===== config.mk =====
export PLATFORM = sky130hd
export DESIGN_NAME = viterbi_ctrl_flat
export DESIGN_NICKNAME = d
export VERILOG_FILES = /design/src/rtl/viterbi_ctrl_if.sv /design/src/rtl/viterbi_ctrl.sv /design/src/flat_wrapper.sv
export SDC_FILE = /design/constraint.sdc
export NUM_CORES = 1
export LEC_CHECK = 0
export CELL_PAD_IN_SITES_DETAIL_PLACEMENT = 1
export CELL_PAD_IN_SITES_GLOBAL_PLACEMENT = 1
export CORE_MARGIN = 2
export CORE_UTILIZATION = 41
export CTS_CLUSTER_DIAMETER = 150
export DETAILED_ROUTE_END_ITERATION = 8
export PLACE_DENSITY_LB_ADDON = 0.15
export SYNTH_ARGS = -nofsm -noshare
export SYNTH_HDL_FRONTEND = slang
export SYNTH_SLANG_ARGS = --single-unit
export TNS_END_PERCENT = 1

===== constraint.sdc =====
create_clock -name clk -period 2.4 [get_ports clk]
set_clock_uncertainty 0.1 [all_clocks]
set_input_delay 0.36 -clock clk [delete_from_list [all_inputs] [get_ports clk]]
set_output_delay 0.36 -clock clk [all_outputs]
set_load 0.05 [all_outputs]

===== src/rtl/viterbi_ctrl_if.sv =====
// Control and handshake bundle between the Viterbi sequencer and its environment
// (frame source, slicer, BM/ACS enables, traceback).
interface viterbi_ctrl_if;
    logic       i_start;
    logic       i_code_rate;
    logic       i_frame_valid;
    logic       o_frame_ready;
    logic       o_load;
    logic       o_code_rate;
    logic       i_ood;
    logic       i_tb_done;
    logic       o_en_s;
    logic       o_en_bm;
    logic       o_en_acs;
    logic       o_en_tb;
    logic [6:0] o_step_cnt;
    logic       o_busy;
    logic       o_done;
    logic       o_err;

    modport master (
        output i_start, i_code_rate, i_frame_valid, i_ood, i_tb_done,
        input  o_frame_ready, o_load, o_code_rate, o_en_s, o_en_bm, o_en_acs,
               o_en_tb, o_step_cnt, o_busy, o_done, o_err
    );

    modport slave (
        input  i_start, i_code_rate, i_frame_valid, i_ood, i_tb_done,
        output o_frame_ready, o_load, o_code_rate, o_en_s, o_en_bm, o_en_acs,
               o_en_tb, o_step_cnt, o_busy, o_done, o_err
    );
endinterface


===== src/rtl/viterbi_ctrl.sv =====
// Viterbi decoder sequencer: frame handshake, staggered slicer/BM/ACS enables,
// pipeline drain, traceback supervision and done/error reporting.
module viterbi_ctrl #(
    parameter int STEPS_R2   = 69,
    parameter int STEPS_R3   = 46,
    parameter int PIPE_LAT   = 2,
    parameter int TB_TIMEOUT = 255
) (
    input logic           clk,
    input logic           rst,
    viterbi_ctrl_if.slave bus
);
    localparam logic [2:0] S_IDLE  = 3'd0;
    localparam logic [2:0] S_WAIT  = 3'd1;
    localparam logic [2:0] S_LOAD  = 3'd2;
    localparam logic [2:0] S_RUN   = 3'd3;
    localparam logic [2:0] S_DRAIN = 3'd4;
    localparam logic [2:0] S_TB    = 3'd5;
    localparam logic [2:0] S_DONE  = 3'd6;

    localparam int         DW     = (PIPE_LAT > 1) ? $clog2(PIPE_LAT + 1) : 1;
    localparam int         TW     = $clog2(TB_TIMEOUT + 1);
    localparam logic [6:0] LIM_R2 = 7'(STEPS_R2);
    localparam logic [6:0] LIM_R3 = 7'(STEPS_R3);

    logic [2:0]        state, state_nxt;
    logic              code_rate;
    logic [6:0]        s_cnt;
    logic [6:0]        step_cnt, step_nxt;
    logic [DW-1:0]     drain_cnt;
    logic [TW-1:0]     tb_cnt;
    logic              ood_seen;
    logic              err;
    logic [PIPE_LAT:1] vld_pipe;

    logic       en_s, en_acs;
    logic [6:0] limit;
    logic       run_end, drain_end, tb_timeout;

    assign en_s       = (state == S_RUN);
    assign en_acs     = vld_pipe[PIPE_LAT];
    assign limit      = code_rate ? LIM_R3 : LIM_R2;
    // Exit is decided in the cycle that issues the last slicer enable.
    assign run_end    = en_s && (bus.i_ood || (s_cnt == limit - 7'd1));
    assign drain_end  = (state == S_DRAIN) && (drain_cnt == DW'(PIPE_LAT - 1));
    assign tb_timeout = (tb_cnt == TW'(TB_TIMEOUT - 1));
    assign step_nxt   = (en_acs && (step_cnt != 7'h7f)) ? step_cnt + 7'd1 : step_cnt;

    always_comb begin
        state_nxt = state;
        case (state)
            S_IDLE:  if (bus.i_start)       state_nxt = S_WAIT;
            S_WAIT:  if (bus.i_frame_valid) state_nxt = S_LOAD;
            S_LOAD:                         state_nxt = S_RUN;
            S_RUN:   if (run_end)           state_nxt = S_DRAIN;
            S_DRAIN: if (drain_end)         state_nxt = S_TB;
            S_TB:    if (bus.i_tb_done || tb_timeout) state_nxt = S_DONE;
            S_DONE:                         state_nxt = S_IDLE;
            default:                        state_nxt = S_IDLE;
        endcase
    end

    always_ff @(posedge clk or negedge rst) begin
        if (!rst) begin
            state     <= S_IDLE;
            code_rate <= 1'b0;
            s_cnt     <= '0;
            step_cnt  <= '0;
            drain_cnt <= '0;
            tb_cnt    <= '0;
            ood_seen  <= 1'b0;
            err       <= 1'b0;
            vld_pipe  <= '0;
        end else begin
            state       <= state_nxt;
            step_cnt    <= step_nxt;
            vld_pipe[1] <= en_s;
            for (int k = 2; k <= PIPE_LAT; k++) vld_pipe[k] <= vld_pipe[k-1];
            case (state)
                S_IDLE: if (bus.i_start) begin
                    code_rate <= bus.i_code_rate;
                    err       <= 1'b0;
                    step_cnt  <= '0;
                end
                S_LOAD: begin
                    s_cnt     <= '0;
                    drain_cnt <= '0;
                    tb_cnt    <= '0;
                    ood_seen  <= 1'b0;
                end
                S_RUN: begin
                    s_cnt <= s_cnt + 7'd1;
                    if (bus.i_ood) ood_seen <= 1'b1;
                end
                S_DRAIN: begin
                    drain_cnt <= drain_cnt + DW'(1);
                    // Without end-of-data, every issued slice must have produced an ACS step.
                    if (drain_end && !ood_seen && (step_nxt != limit)) err <= 1'b1;
                end
                S_TB: begin
                    tb_cnt <= tb_cnt + TW'(1);
                    if (tb_timeout && !bus.i_tb_done) err <= 1'b1;
                end
                default: ;
            endcase
        end
    end

    assign bus.o_frame_ready = (state == S_WAIT);
    assign bus.o_load        = (state == S_LOAD);
    assign bus.o_code_rate   = code_rate;
    assign bus.o_en_s        = en_s;
    assign bus.o_en_bm       = vld_pipe[1];
    assign bus.o_en_acs      = en_acs;
    assign bus.o_en_tb       = (state == S_TB);
    assign bus.o_step_cnt    = step_cnt;
    assign bus.o_busy        = (state != S_IDLE);
    assign bus.o_done        = (state == S_DONE);
    assign bus.o_err         = err;
endmodule

===== src/flat_wrapper.sv =====
// flat-port wrapper written by rule: the top's interface ports become plain ports
module viterbi_ctrl_flat 
#(
    parameter int STEPS_R2   = 69,
    parameter int STEPS_R3   = 46,
    parameter int PIPE_LAT   = 2,
    parameter int TB_TIMEOUT = 255
)
  (clk, rst, bus_i_start, bus_i_code_rate, bus_i_frame_valid, bus_i_ood, bus_i_tb_done, bus_o_frame_ready, bus_o_load, bus_o_code_rate, bus_o_en_s, bus_o_en_bm, bus_o_en_acs, bus_o_en_tb, bus_o_step_cnt, bus_o_busy, bus_o_done, bus_o_err);
  viterbi_ctrl_if bus_i ();
  input logic clk;
  input logic rst;
  input wire logic [$bits(bus_i.i_start)-1:0] bus_i_start;
  input wire logic [$bits(bus_i.i_code_rate)-1:0] bus_i_code_rate;
  input wire logic [$bits(bus_i.i_frame_valid)-1:0] bus_i_frame_valid;
  input wire logic [$bits(bus_i.i_ood)-1:0] bus_i_ood;
  input wire logic [$bits(bus_i.i_tb_done)-1:0] bus_i_tb_done;
  output wire logic [$bits(bus_i.o_frame_ready)-1:0] bus_o_frame_ready;
  output wire logic [$bits(bus_i.o_load)-1:0] bus_o_load;
  output wire logic [$bits(bus_i.o_code_rate)-1:0] bus_o_code_rate;
  output wire logic [$bits(bus_i.o_en_s)-1:0] bus_o_en_s;
  output wire logic [$bits(bus_i.o_en_bm)-1:0] bus_o_en_bm;
  output wire logic [$bits(bus_i.o_en_acs)-1:0] bus_o_en_acs;
  output wire logic [$bits(bus_i.o_en_tb)-1:0] bus_o_en_tb;
  output wire logic [$bits(bus_i.o_step_cnt)-1:0] bus_o_step_cnt;
  output wire logic [$bits(bus_i.o_busy)-1:0] bus_o_busy;
  output wire logic [$bits(bus_i.o_done)-1:0] bus_o_done;
  output wire logic [$bits(bus_i.o_err)-1:0] bus_o_err;
  assign bus_i.i_start = bus_i_start;
  assign bus_i.i_code_rate = bus_i_code_rate;
  assign bus_i.i_frame_valid = bus_i_frame_valid;
  assign bus_i.i_ood = bus_i_ood;
  assign bus_i.i_tb_done = bus_i_tb_done;
  assign bus_o_frame_ready = bus_i.o_frame_ready;
  assign bus_o_load = bus_i.o_load;
  assign bus_o_code_rate = bus_i.o_code_rate;
  assign bus_o_en_s = bus_i.o_en_s;
  assign bus_o_en_bm = bus_i.o_en_bm;
  assign bus_o_en_acs = bus_i.o_en_acs;
  assign bus_o_en_tb = bus_i.o_en_tb;
  assign bus_o_step_cnt = bus_i.o_step_cnt;
  assign bus_o_busy = bus_i.o_busy;
  assign bus_o_done = bus_i.o_done;
  assign bus_o_err = bus_i.o_err;
  viterbi_ctrl #(.STEPS_R2(STEPS_R2), .STEPS_R3(STEPS_R3), .PIPE_LAT(PIPE_LAT), .TB_TIMEOUT(TB_TIMEOUT)) u_core (.clk(clk), .rst(rst), .bus(bus_i));
endmodule

Word level (Yosys, flattened, before mapping) --
Cells that the tools add are included.
Storage, ports and cells: bits in registers 32, logic and storage cells 72, memories 0, bits in read-only memories 0, bits in latches 0, memory bits (writable) 0
Operators by class: shift-type cells 0, multiply operators 0, bitwise operators 0, add/subtract/negate cells 5, reduce and logical (&&, ||, !) cells 20, multiplexer cells 19, equal/unequal tests 19, $lt $le $gt $ge 0, div/mod/pow operators 0
Operators by type and width (count):
- $mux W7 | 4
- $pmux W3 S6 | 1
- $pmux W8 S2 | 1
- $mux W3 | 5
- $add A7 B1 Y7 const B | 2
- $pmux W7 S2 | 1
- $ne A2 B2 Y1 const B | 5
- $eq A3 B3 Y1 const B | 3
- $add A8 B1 Y8 const B | 1
- $eq A8 B8 Y1 const B | 1
- $eq A7 B7 Y1 | 1
- $ne A7 B7 Y1 | 1
- $ne A7 B7 Y1 const B | 1
- $sub A7 B1 Y7 const B | 1
- $eq A3 B2 Y1 const B | 2
- $logic_and A1 B1 Y1 | 6
- $ne A2 B1 Y1 const B | 3
- $reduce_bool A2 Y1 | 3
- $reduce_bool A3 Y1 | 2
- $reduce_and A5 Y1 | 1
- $mux W1 | 4
- $pmux W2 S2 | 1
- $reduce_and A2 Y1 | 2
- $reduce_and A4 Y1 | 1
- other kinds (8) | 10

Depth between registers and ports, before layout --
word-level depth 7, gate-level depth with buffers 7, depth with buffers taken out 7

Worst setup path after synthesis --
OpenSTA, ideal clock, no wires.
path kind reg-to-reg, start register u_core.step_cnt[0] (netlist: u_core.bus.o_step_cnt[0]), end register u_core.err (netlist: u_core.bus.o_err), buffers on the path 0, period minus slack after synthesis 2.384 ns, arrival time 2.149 ns, slack 0.016 ns, cell stages (with the launch flop) 8, setup time 0.135 ns, path through dfrtp_1 > ha_1 > nand4_1 > o21a_1 > a2111oi_1 > a311oi_1 > o41ai_1 > a211oi_1
Between the ends: word-level cells in the longest chain between the ends 7, elaborated cells on any way between the ends 8
RTL lines:
- from (decl) | line viterbi_ctrl.sv:29 | logic [6:0] step_cnt, step_nxt;
- from (signal assigned) | line viterbi_ctrl.sv:76 | step_cnt <= step_nxt;
- parallel branches: the longest is 2 deep, another holds $add A7 B1 Y7
- $mux W7 (*) | line viterbi_ctrl.sv:47 | assign step_nxt = (en_acs && (step_cnt != 7'h7f)) ? step_cnt + 7'd1 : step_cnt;
- $ne A7 B7 Y1 (*) | line viterbi_ctrl.sv:98 | if (drain_end && !ood_seen && (step_nxt != limit)) err <= 1'b1;
- $logic_and A1 B1 Y1 (*) | line viterbi_ctrl.sv:98
- $ne A2 B2 Y1 (no source line) (*)
- $reduce_and A4 Y1 (no source line) (*)
- to (signal assigned) | line viterbi_ctrl.sv:82 | err <= 1'b0;
- to (signal assigned) | line viterbi_ctrl.sv:98
- to (signal assigned) | line viterbi_ctrl.sv:102 | if (tb_timeout && !bus.i_tb_done) err <= 1'b1;
- to (decl) | line viterbi_ctrl.sv:33 | logic err;
Mark *: on every way between the ends. A chain may end at the register's enable or synchronous reset.

Worst setup path after layout --
Same ends and word-level chain as after synthesis.

==> results_dict.tcl <==
set metrics [dict create \
    status "complete, no violations" \
    synth_enable_flop_cells 0 \
    vdd_ir_drop_max_mv 0.605 \
    syn_area_per_cell_um2 9.45 \
    synth_nets 194 \
    synthesis.area_um2 1720 \
    grt_max_degree 33 \
    drt-wirelength-per-cell_um 16.8 \
    vias_per_cell 5.77 \
    drive_above_1_share_pct 13.7 \
    hpwl_mm 3.28 \
    cts_tree "done" \
    drc 0 \
    synth_cells 182 \
    yosys_warnings 0 \
    synth_cell_types 44 \
    finalInstanceArea_um2 2150 \
    cts_made_buffers 5 \
    die_width_um 68.8 \
    grt_pass1_wl_mm 7.38 \
    cts_buffer_depth 2 \
    p_int_uw 1430 \
    p_seq_share_pct 33.5 \
    end_kind "register" \
    nets 223 \
    area_delta_synth_final_pct 24.9 \
    period_share_pct 93.5 \
    p_clk_share_pct 16.9 \
    die_y_um 68.8 \
    yosysSeqAreaShare_pct 46.6 \
    placementRows 23 \
    wl_met3_um 245 \
    vias 1507 \
    setup_viol 0 \
    diodes 0 \
    switching_power_uw 1230 \
    routed.top_layer "met4" \
    start_util_pct 42.7 \
    track_usage_pct 21.7 \
    worstPathArrival_ns 2.31 \
    clk_pin_slew_ns 0.07 \
    drt_iter0_markers 61 \
    gp_congestion 0.867 \
    grt_pass1_vias 1512 \
    async_reset_ff_share_pct 100 \
    maxCapViolCount 0 \
    power-per-cell-area_nw_per_um2 1240 \
    tightest_slew_ns 0.642 \
    ys_seq_elements 32 \
    gr-total-overflow 0 \
    finalWorstSetupSlack_ns 0.155 \
    cts-root-buf "clkbuf_8" \
    cp.required_ns 2.46 \
    pre_cts_ws_ns -0.0129 \
    antenna_found_initial 0 \
    wirelength_mm 4.37 \
    die_area_um2 4730 \
    antenna_left 0 \
    drt_first_pass_iters 4 \
    tns_ns 0 \
    clkSinkCount 32 \
    htreeDepth 2 \
    worst_setup_path_start_kind "register" \
    path_max_fanout 7 \
    swShare_pct 46.2 \
    hp-class "register to register" \
    core_area_um2 4030 \
    cts_hold_buf 0 \
    wl_met1_mm 1.86 \
    final_max_slew_viol_count 0 \
    ioPinCount 24 \
    rsz0062_at_grt "false" \
    worstSetupPathType "register to register" \
    fmax_mhz 445 \
    final-hold-violation-count 0 \
    dpl-instance-area_um2 2020 \
    port_buffers 23 \
    p_comb_share_pct 49.6 \
    fillers 456 \
    insertion_delay_ns 0.28 \
    timing.max_slew.rel_slack_pct 57.0 \
    leakage_uw 0.000936 \
    min_period_ns 2.25 \
    dr_wl_met2_mm 2.21 \
    ys.flop_type "dfrtp_1" \
]
==> power by group through the flow <==
stage                     clock network, uW  logic (uW)  registers (uW)
after global routing                    492        1430             926
after global placement                    0        1250             886
after floorplan                           0         725            1010
after CTS                               466        1310             886
final                                   451        1320             893
after detailed placement                  0        1300             894
==> sequential cells by signal, summed over array words and instances, names as in the netlist <==
register                flops
u_core.bus.o_code_rate      1
u_core.vld_pipe             2
u_core.s_cnt                7
u_core.state                3
u_core.drain_cnt            2
u_core.tb_cnt               8
u_core.ood_seen             1
u_core.bus.o_step_cnt       7
u_core.bus.o_err            1
==> layout make-up <==
class / count / area [um2] / area share [%]
Multi-Input combinational cell: 136 / 877 / 40.9
Sequential cell: 32 / 801 / 37.3
Timing Repair Buffer: 28 / 280 / 13.1
Inverter: 8 / 30.0 / 1.40
Tap cell: 50 / 62.6 / 2.91
Clock buffer: 7 / 96.3 / 4.49
==> placed cells by master (no fill, tap or decap), types with 3 or more instances in the layout <==
| cell | synthesis | final |
|---|---|---|
| a22o_1 | 3 | 3 |
| o21ai_0 | 12 | 11 |
| nand2_1 | 20 | 20 |
| nor2b_1 | 3 | 3 |
| and2_1 | 3 | 3 |
| o31ai_1 | 3 | 3 |
| xor2_1 | 4 | 4 |
| dfrtp_1 | 32 | 32 |
| xnor2_1 | 4 | 4 |
| clkdlybuf4s50_1 | 0 | 18 |
| buf_4 | 0 | 8 |
| nor2_1 | 19 | 19 |
| a21oi_1 | 5 | 5 |
| nand2b_1 | 3 | 3 |
| nand3_1 | 9 | 9 |
| inv_1 | 6 | 6 |
| nand4_1 | 9 | 9 |
| and4_1 | 3 | 3 |
| ha_1 | 5 | 4 |
| mux2i_1 | 3 | 3 |
| clkbuf_8 | 0 | 7 |
==> layer usage <==
layer	GRT usage (%)	up-vias
met3	5.68	6
met1	26.2	740
met4	7.11	0
li1	-	720
met2	37.4	41
met5	0	-
==> metrics by stage <==
| step | cells | utilization [%] | total power, uW | hold slack [ns] |
|---|---|---|---|---|
| after CTS | 260 | 52.6 | 2670 | 0.281 |
| after detailed placement | 253 | 50.2 | 2200 | 0.266 |
| final | 261 | 53.3 | 2670 | 0.279 |
| after global placement | 253 | 50.2 | 2140 | 0.262 |
| after global routing | 261 | 53.3 | 2850 | 0.303 |
| after floorplan | 182 | - | 1740 | -0.0356 |
==> path summary, 6_finish.rpt <==
kind                            slack [ns]                          startpoint                      endpoint  cells after the start
worst max-delay path                  0.15  u_core.bus.o_step_cnt[0]$_DFF_PN0_  u_core.bus.o_err$_DFFE_PN0P_                      8
worst min-delay path                  0.28        u_core.vld_pipe[1]$_DFF_PN0_  u_core.vld_pipe[2]$_DFF_PN0_                      0
worst max register to register        0.15  u_core.bus.o_step_cnt[0]$_DFF_PN0_  u_core.bus.o_err$_DFFE_PN0P_                      8
worst min register to register        0.28        u_core.vld_pipe[1]$_DFF_PN0_  u_core.vld_pipe[2]$_DFF_PN0_                      0
max in group asynchronous             1.52                                 rst  u_core.tb_cnt[2]$_DFFE_PN0P_                      2
min in group asynchronous             0.37                                 rst   u_core.s_cnt[4]$_DFFE_PN0P_                      2
==> timing repair <==
item | in CTS | in global routing
pin swaps | 0 | 2
gates resized for setup | 1 | 5
setup buffers | 0 | 1
endpoints found under the setup margin | 1 | 1
==> worst max-delay path: stages, from the launching register on <==
cell and delay (ns):
dfrtp_1 0.44, ha_2 0.25, nand4_1 0.15, o211ai_1 0.11
buf_4 0.17, a2111oi_2 0.32, a311oi_1 0.11, o41ai_2 0.36
a211oi_1 0.11
==> kinds of logic (layout without fill, tap and decap cells) <==
logic type                 after synthesis  after routing  share of synthesized area (%)
AOI/OAI and AO/OA                       43             43                           17.8
xor gates and xnor gates                 8              8                           4.08
adders and majority gates                5              5                           3.64
buffers and inverters                   14             43                           3.64
DFF                                     32             32                           46.6
muxes                                    4              4                           2.40
and+or+nand+nor                         76             76                           21.8
==> cells in the mapped netlist (3+ instances only) <==
cell | number | area, um2
xor2_1 | 4 | 35.0
inv_1 | 6 | 22.5
dfrtp_1 | 32 | 801
nand2_1 | 20 | 75.1
nand2b_1 | 3 | 18.8
nand3_1 | 9 | 45.0
o21ai_0 | 12 | 60.1
mux2i_1 | 3 | 30.0
xnor2_1 | 4 | 35.0
o31ai_1 | 3 | 22.5
nor2b_1 | 3 | 18.8
ha_1 | 5 | 62.6
and2_1 | 3 | 18.8
nand4_1 | 9 | 56.3
nor2_1 | 19 | 71.3
a22o_1 | 3 | 26.3
clkbuf_1 | 3 | 11.3
and4_1 | 3 | 26.3
a21oi_1 | 5 | 25.0
Note: power is estimated with default switching activity, not from simulation.
